==> src/rtl/seq_det_pkg.sv <==
// Shared types and helpers for the sequence detector.
// Used by seq_detector and seq_shift_reg.
package seq_det_pkg;

    typedef enum logic {
        StSearch = 1'b0,
        StHold   = 1'b1
    } det_state_e;

    // Bits needed to hold values 0..value-1; elaboration-time use only.
    function automatic int unsigned clog2(input int unsigned value);
        int unsigned r;
        r = 0;
        for (int i = 0; i < 32; i++) begin
            if ((64'(1) << i) < 64'(value)) begin
                r = i + 1;
            end
        end
        return r;
    endfunction

endpackage

==> src/rtl/seq_shift_reg.sv <==
// Symbol window: keeps the last LEN accepted symbols, oldest in the low bits,
// plus a saturating fill count. Exposes next-state values for same-edge compare.
module seq_shift_reg
    import seq_det_pkg::*;
#(
    parameter int unsigned SYM_W = 2,
    parameter int unsigned LEN   = 3
) (
    input  logic                        clk,
    input  logic                        reset,
    input  logic                        en,
    input  logic                        clr,
    input  logic [SYM_W-1:0]            sym,
    output logic [LEN*SYM_W-1:0]        win_nxt,
    output logic [clog2(LEN+1)-1:0]     fill,
    output logic [clog2(LEN+1)-1:0]     fill_nxt
);

    localparam int unsigned FILL_W = clog2(LEN + 1);
    localparam int unsigned WIN_W  = LEN * SYM_W;

    logic [WIN_W-1:0] win_q;

    always_comb begin
        win_nxt  = win_q;
        fill_nxt = fill;
        if (clr) begin
            win_nxt  = '0;
            fill_nxt = '0;
        end else if (en) begin
            win_nxt = {sym, win_q[WIN_W-1:SYM_W]};
            if (fill != FILL_W'(LEN)) begin
                fill_nxt = fill + 1'b1;
            end
        end
    end

    always_ff @(posedge clk or posedge reset) begin
        if (reset) begin
            win_q <= '0;
            fill  <= '0;
        end else begin
            win_q <= win_nxt;
            fill  <= fill_nxt;
        end
    end

endmodule

==> src/rtl/seq_detector.sv <==
// Sliding-window symbol sequence detector with pulse and sticky match modes.
// Define SEQ_DET_COUNT_EN to build the saturating match counter.
module seq_detector
    import seq_det_pkg::*;
#(
    parameter int unsigned SYM_W = 2,
    parameter int unsigned LEN   = 3,
    parameter int unsigned CNT_W = 8
) (
    input  logic                        clk,
    input  logic                        reset,
    input  logic                        in_valid,
    input  logic [SYM_W-1:0]            sym,
    input  logic [LEN*SYM_W-1:0]        pattern,
    input  logic                        hold_en,
    output logic                        match,
    output logic [CNT_W-1:0]            match_cnt,
    output logic [clog2(LEN+1)-1:0]     fill
);

    localparam int unsigned FILL_W = clog2(LEN + 1);

    det_state_e             state_q, state_d;
    logic                   match_d;
    logic                   sym_zero;
    logic                   win_clr;
    logic                   hit;
    logic [LEN*SYM_W-1:0]   win_nxt;
    logic [FILL_W-1:0]      fill_nxt;

    assign sym_zero = (sym == '0);
    // An accepted zero while holding releases the detector and flushes the window.
    assign win_clr  = in_valid && (state_q == StHold) && sym_zero;

    seq_shift_reg #(
        .SYM_W (SYM_W),
        .LEN   (LEN)
    ) u_window (
        .clk      (clk),
        .reset    (reset),
        .en       (in_valid),
        .clr      (win_clr),
        .sym      (sym),
        .win_nxt  (win_nxt),
        .fill     (fill),
        .fill_nxt (fill_nxt)
    );

    // Compare against the window including the symbol sampled on this edge.
    assign hit = in_valid && (state_q == StSearch) &&
                 (fill_nxt == FILL_W'(LEN)) && (win_nxt == pattern);

    always_comb begin
        state_d = state_q;
        match_d = 1'b0;
        unique case (state_q)
            StSearch: begin
                if (hit) begin
                    match_d = 1'b1;
                    if (hold_en) begin
                        state_d = StHold;
                    end
                end
            end
            StHold: begin
                match_d = 1'b1;
                if (in_valid && (sym_zero || !hold_en)) begin
                    state_d = StSearch;
                    match_d = 1'b0;
                end
            end
            default: begin
                state_d = StSearch;
            end
        endcase
    end

    always_ff @(posedge clk or posedge reset) begin
        if (reset) begin
            state_q <= StSearch;
            match   <= 1'b0;
        end else begin
            state_q <= state_d;
            match   <= match_d;
        end
    end

`ifdef SEQ_DET_COUNT_EN
    logic [CNT_W-1:0] cnt_q, cnt_d;

    always_comb begin
        cnt_d = cnt_q;
        if (hit && (cnt_q != '1)) begin
            cnt_d = cnt_q + 1'b1;
        end
    end

    always_ff @(posedge clk or posedge reset) begin
        if (reset) begin
            cnt_q <= '0;
        end else begin
            cnt_q <= cnt_d;
        end
    end

    assign match_cnt = cnt_q;
`else
    assign match_cnt = '0;
`endif

endmodule

==> config.mk <==
export PLATFORM = sky130hd
export DESIGN_NAME = seq_detector
export DESIGN_NICKNAME = d
export VERILOG_FILES = /design/src/rtl/seq_det_pkg.sv /design/src/rtl/seq_shift_reg.sv /design/src/rtl/seq_detector.sv
export SDC_FILE = /design/constraint.sdc
export NUM_CORES = 1
export LEC_CHECK = 0
export BUFFER_PORTS_ARGS = -buffer_cell sky130_fd_sc_hd__buf_2
export CAP_MARGIN = 0
export CORE_ASPECT_RATIO = 1.5
export CORE_MARGIN = 5
export CORE_UTILIZATION = 30
export DETAILED_ROUTE_END_ITERATION = 8
export GPL_TIMING_DRIVEN = 0
export MAX_ROUTING_LAYER = met4
export PLACE_DENSITY = 0.59
export SLEW_MARGIN = 20
export SYNTH_ARGS = -nofsm -noshare
export SYNTH_HDL_FRONTEND = slang
export SYNTH_SLANG_ARGS = --single-unit
==> constraint.sdc <==
create_clock -name clk -period 1.95 [get_ports clk]
set_input_delay 0.39 -clock clk [delete_from_list [all_inputs] [get_ports clk]]
set_output_delay 0.39 -clock clk [all_outputs]
set_load 0.005 [all_outputs]
Word level (Yosys, flattened, before mapping) --
Cells that the tools add are included.
Word-level totals: bits of input ports 12, output and inout bits 11, word-level logic and storage cells 29, register bits after elaboration 10
Operators by class: eq/ne operators 3, reductions and logical operators 9, muxes and demuxes 11, bitwise operators 1, add/sub/neg operators 1
Operators by type and width (number):
- $mux W6 | 2
- $eq A6 B6 Y1 | 1
- $logic_and A1 B1 Y1 | 6
- $mux W2 | 3
- $mux W1 | 4
- $pmux W1 S2 | 2
- $add A2 B1 Y2 const B | 1
- $eq A2 B2 Y1 const B | 1
- $logic_not A2 Y1 | 1
- $ne A2 B2 Y1 const B | 1
- $logic_not A1 Y1 | 1
- $logic_or A1 B1 Y1 | 1
- $not A1 Y1 | 1

Depth between registers and ports, before layout --
depth in word-level cells 9, mapped depth 5, mapped depth without buffers 4

By module --
From an unflattened synthesis, not the netlist that was laid out.
Second synthesis, totals: cell total of the unflattened synthesis 56, area, all modules 575.6 µm²
Modules (own cells, without submodules):
- seq_shift_reg | seq. area each 200.2 µm², cells an instance 28, times used 1, area each 332.8 µm²
- seq_detector | seq. area each 50.0 µm², cells an instance 28, times used 1, area each 242.7 µm²

Worst setup path before layout --
No wires, ideal clock.
path type in2reg, from input sym[0], to register match, stages on the path 4, library setup time 103 ps, data required time 1847 ps, arrival 1318 ps, slack 529 ps, cells stage by stage and4bb_4 -> o21ba_2 -> o211ai_1 -> o41ai_2
On the way: longest elaborated chain between the ends 8, elaborated cells between the ends (all ways) 14
Ends and longest elaborated chain:
- from (decl) | RTL line seq_detector.sv:13 | input logic [SYM_W-1:0] sym,
- $logic_not A2 Y1 | RTL line seq_detector.sv:31 | assign sym_zero = (sym == '0);
- $logic_and A1 B1 Y1 | RTL line seq_detector.sv:33 | assign win_clr = in_valid && (state_q == StHold) && sym_zero;
- $mux W2 | RTL line seq_shift_reg.sv:27 | if (clr) begin
- $eq A2 B2 Y1 | RTL line seq_detector.sv:51 | (fill_nxt == FILL_W'(LEN)) && (win_nxt == pattern);
- $logic_and A1 B1 Y1 | RTL line seq_detector.sv:50 | assign hit = in_valid && (state_q == StSearch) &&
- $logic_and A1 B1 Y1 | RTL line seq_detector.sv:51
- $mux W1 | RTL line seq_detector.sv:58 | if (hit) begin
- $pmux W1 S2 (*) | RTL line seq_detector.sv:56 | unique case (state_q)
- net match_d | RTL line seq_detector.sv:24 | logic match_d;
- to (signal assigned) | RTL line seq_detector.sv:84 | match <= match_d;
- to (decl) | RTL line seq_detector.sv:16 | output logic match,
The timed path passes the listed nets; every way through them passes the cells marked *.

Worst setup path in the final report --
from register state_q, to register state_q
On the way: elaborated cells between the ends (all ways) 12
RTL lines:
- from (decl) | RTL line seq_detector.sv:23 | det_state_e state_q, state_d;
- from (signal assigned) | RTL line seq_detector.sv:80 | state_q <= StSearch;
- from (signal assigned) | RTL line seq_detector.sv:83 | state_q <= state_d;
- $logic_and A1 B1 Y1 (2 in series) | RTL line seq_detector.sv:33
- $mux W6 | RTL line seq_shift_reg.sv:27
- net u_window.win_nxt[3] | RTL line seq_shift_reg.sv:14 | output logic [LEN*SYM_W-1:0] win_nxt,
- $eq A6 B6 Y1 | RTL line seq_detector.sv:51
- $logic_and A1 B1 Y1 | RTL line seq_detector.sv:51
- $mux W1 | RTL line seq_detector.sv:58
- $pmux W1 S2 | RTL line seq_detector.sv:56
- net state_d | RTL line seq_detector.sv:23
The timed path passes the listed nets, and every way through them passes these cells.

==> impl_metrics.yaml <==
routing:
  wl_met1_um: 480
  drc: 0
  wl_per_cell_um: 11.4
  initialDrtViolationCount: 5
  top_layer: "met4"
  dr.pass1.iters: 2
  drt-total-wl_um: 1170
  dr_wl_met2_um: 559
  via_count: 439
  route.met3.wl_um: 92
  vias_per_cell: 4.26
  ant_nets: 0
outcome:
  outcome: "completed"
global_routing:
  grt_antenna_before_repair: 0
  grt_pass1_vias: 468
  grt_max_degree: 11
  grt_pass1_wl_um: 1900
  grt.total_usage_pct: 9.18
  grt-ovfl-total: 0
synth:
  yosys_warnings: 0
  synth.area.mux_share_pct: 8.74
  netlist_instances: 56
  synth_compound_area_share_pct: 16.3
  synth_top_family_by_area: "compound AO/OA/AOI/OAI gates"
  synth_fa_ha_area_share_pct: 0
  synth_area_um2: 616
  yosys.area_share.xor_xnor_pct: 8.33
  synth-simple-area-share_pct: 12.6
  ys_seq_area_share_pct: 40.7
  syn_area_per_cell_um2: 11.0
  synth.distinct_cells: 23
  ys_seq_elements: 10
sta:
  rsz0062_at_grt: "false"
  finalSetupTns_ps: 0
  fmax_mhz: 672
  maxSlewViolCount: 0
  post-route-min-period_ps: 1490
  hold_violations: 0
  whs_ps: 84.9
  fin_crit_sh_pct: 76.4
  fin_skew_ps: 3.37
  setup_viol: 0
cells_and_area:
  drive_gt1_share_pct: 45.7
  final_common_cell: "buf_2"
  final_cell_area_um2: 776
  area_growth_pct: 26.0
  final_cell_mix: "buf_2 (14), dfrtp_1 (10), buf_4 (9), conb_1 (8)"
  nFillCells: 233
  multi_input_area_um2: 313
  n_antenna_cell: 0
  finalNetCount: 94
  seqCellArea_um2: 250
  layoutNonFillerInstCount: 103
floorplan:
  rows: 20
  start_util_pct: 30.7
  die_h_um: 65.5
  ios: 23
  die_area_um2: 3080
  core_um2: 2000
  die_x_um: 47.0
clock_network:
  clkLatencyLatePin_ps: 270
  cts_max_path_buffers: 2
  cts_hold_buf: 0
  cts_made_buffers: 3
  clockRootBuffer: "clkbuf_4"
  clkTransAtPathRegs_ps: 70
  cts-resized-gates: 0
  cts_tree: "done"
  cts_setup_buffers: 0
  h-tree-depth: 1
  clock_sinks: 10
setup_path:
  cp_cell_sequence: "nor3b_1 > o22ai_1 > xor2_1 > o41ai_2"
  r2r_end: "state_q"
  rr_worst_depth: 4
  crit_fanout: 5
  slowest_delay_ps: 410
  critPathKind: "reg2reg"
  r2r-start: "state_q"
  crit_path_top_delay_cell: "dfrtp_1"
  crit_arrival_ps: 1660
  crit_family: "compound AO/OA/AOI/OAI gates"
  worstPathBufferInverterCount: 0
  cp.required_ps: 2120
  end_kind: "flip-flop"
  start_kind: "flip-flop"
  ff2ff_setup_slack_ps: 460
pwr:
  finalPower_uw: 535
  powerDensity_nw_per_um2: 690
  power_leakage_nw: 0.390
  ir_drop_mv: 0.359
placed_design:
  hpwl_um: 969
  dp.cells: 99
  portBuffers: 14
  place_area_um2: 739
  place.gp.congestion: 0.718
hold_path:
  hp-class: "in2async"
job:
  max-cap-violations: 0
[worst max path at each step]
stage / end / startpoint / slack, ps / cells past startpoint
finish: state_q / state_q / 460 / 4
global route: state_q / state_q / 320 / 4
CTS: state_q / state_q / 430 / 4
detailed placement: match / in_valid / 290 / 5
global placement: match / sym[0] / 310 / 5
floorplan: match / sym[0] / 530 / 4
[final cells by class]
class	count	area share, %
Inverter	3	1.45
Timing Repair Buffer	14	9.03
Buffer	9	8.71
Multi-Input combinational cell	41	40.3
Sequential cell	10	32.3
Clock buffer	4	4.68
Tap cell	22	3.55
[state kept, by name (all words and copies together) (netlist names)]
signal and cells:
u_window.win_q 6, u_window.fill 2, match 1, state_q 1
[kinds of logic (layout without fill, tap and decap cells)]
| family | after synthesis | in the layout |
|---|---|---|
| flops | 10 | 10 |
| mux | 5 | 5 |
| compound gates | 10 | 10 |
| simple gates | 13 | 13 |
| buf+inv | 12 | 30 |
| xor+xnor | 5 | 5 |
| other cells | 1 | 8 |
[worst register-to-register path, cell delays in order (launching register included)]
cell	delay, ps
dfrtp_1	410
nor3b_1	300
o22ai_1	180
xor2_1	190
o41ai_2	320
[synthesized netlist by cell type]
| library cell | n | area, um^2 |
|---|---|---|
| mux2_2 | 3 | 33.8 |
| dfrtp_1 | 10 | 250 |
| mux2i_1 | 2 | 20.0 |
| nor3_1 | 1 | 5.00 |
| o2111ai_1 | 1 | 8.76 |
| nor3b_2 | 1 | 12.5 |
| nor2b_1 | 1 | 6.26 |
| o211ai_1 | 1 | 7.51 |
| xor2_1 | 4 | 35.0 |
| inv_1 | 3 | 11.3 |
| o21ai_0 | 1 | 5.00 |
| buf_4 | 9 | 67.6 |
| o21ba_2 | 1 | 10.0 |
| conb_1 | 1 | 3.75 |
| nor3b_1 | 1 | 7.51 |
| a211oi_4 | 1 | 20.0 |
| nor2_1 | 4 | 15.0 |
| and4bb_4 | 1 | 16.3 |
| xnor2_2 | 1 | 16.3 |
| nand2_1 | 4 | 15.0 |
| o22ai_1 | 1 | 6.26 |
| a21oi_1 | 2 | 10.0 |
| o41ai_2 | 2 | 32.5 |
[stage by stage]
stage          utilization (%)  worst slack, ps
2_1_floorplan                -              529
3_3_place_gp              36.9              310
3_5_place_dp              36.9              294
4_1_cts                   38.8              426
5_1_grt                   38.8              317
6_report                  38.8              461
[report_power, final]
part / total (mW) / leakage, nW / internal [mW] / switching (mW)
clock network: 0.189 / 0.0210 / 0.114 / 0.0756
registers: 0.233 / 0.116 / 0.226 / 0.00736
logic: 0.113 / 0.253 / 0.0532 / 0.0597
[per-layer routing]
| metal | GRT usage, % | vias up |
|---|---|---|
| li1 | - | 226 |
| met1 | 10.0 | 193 |
| met2 | 13.8 | 15 |
| met3 | 1.92 | 5 |
| met4 | 7.27 | 0 |
| met5 | - | - |
No activity file was read; power rests on OpenSTA's default activity.
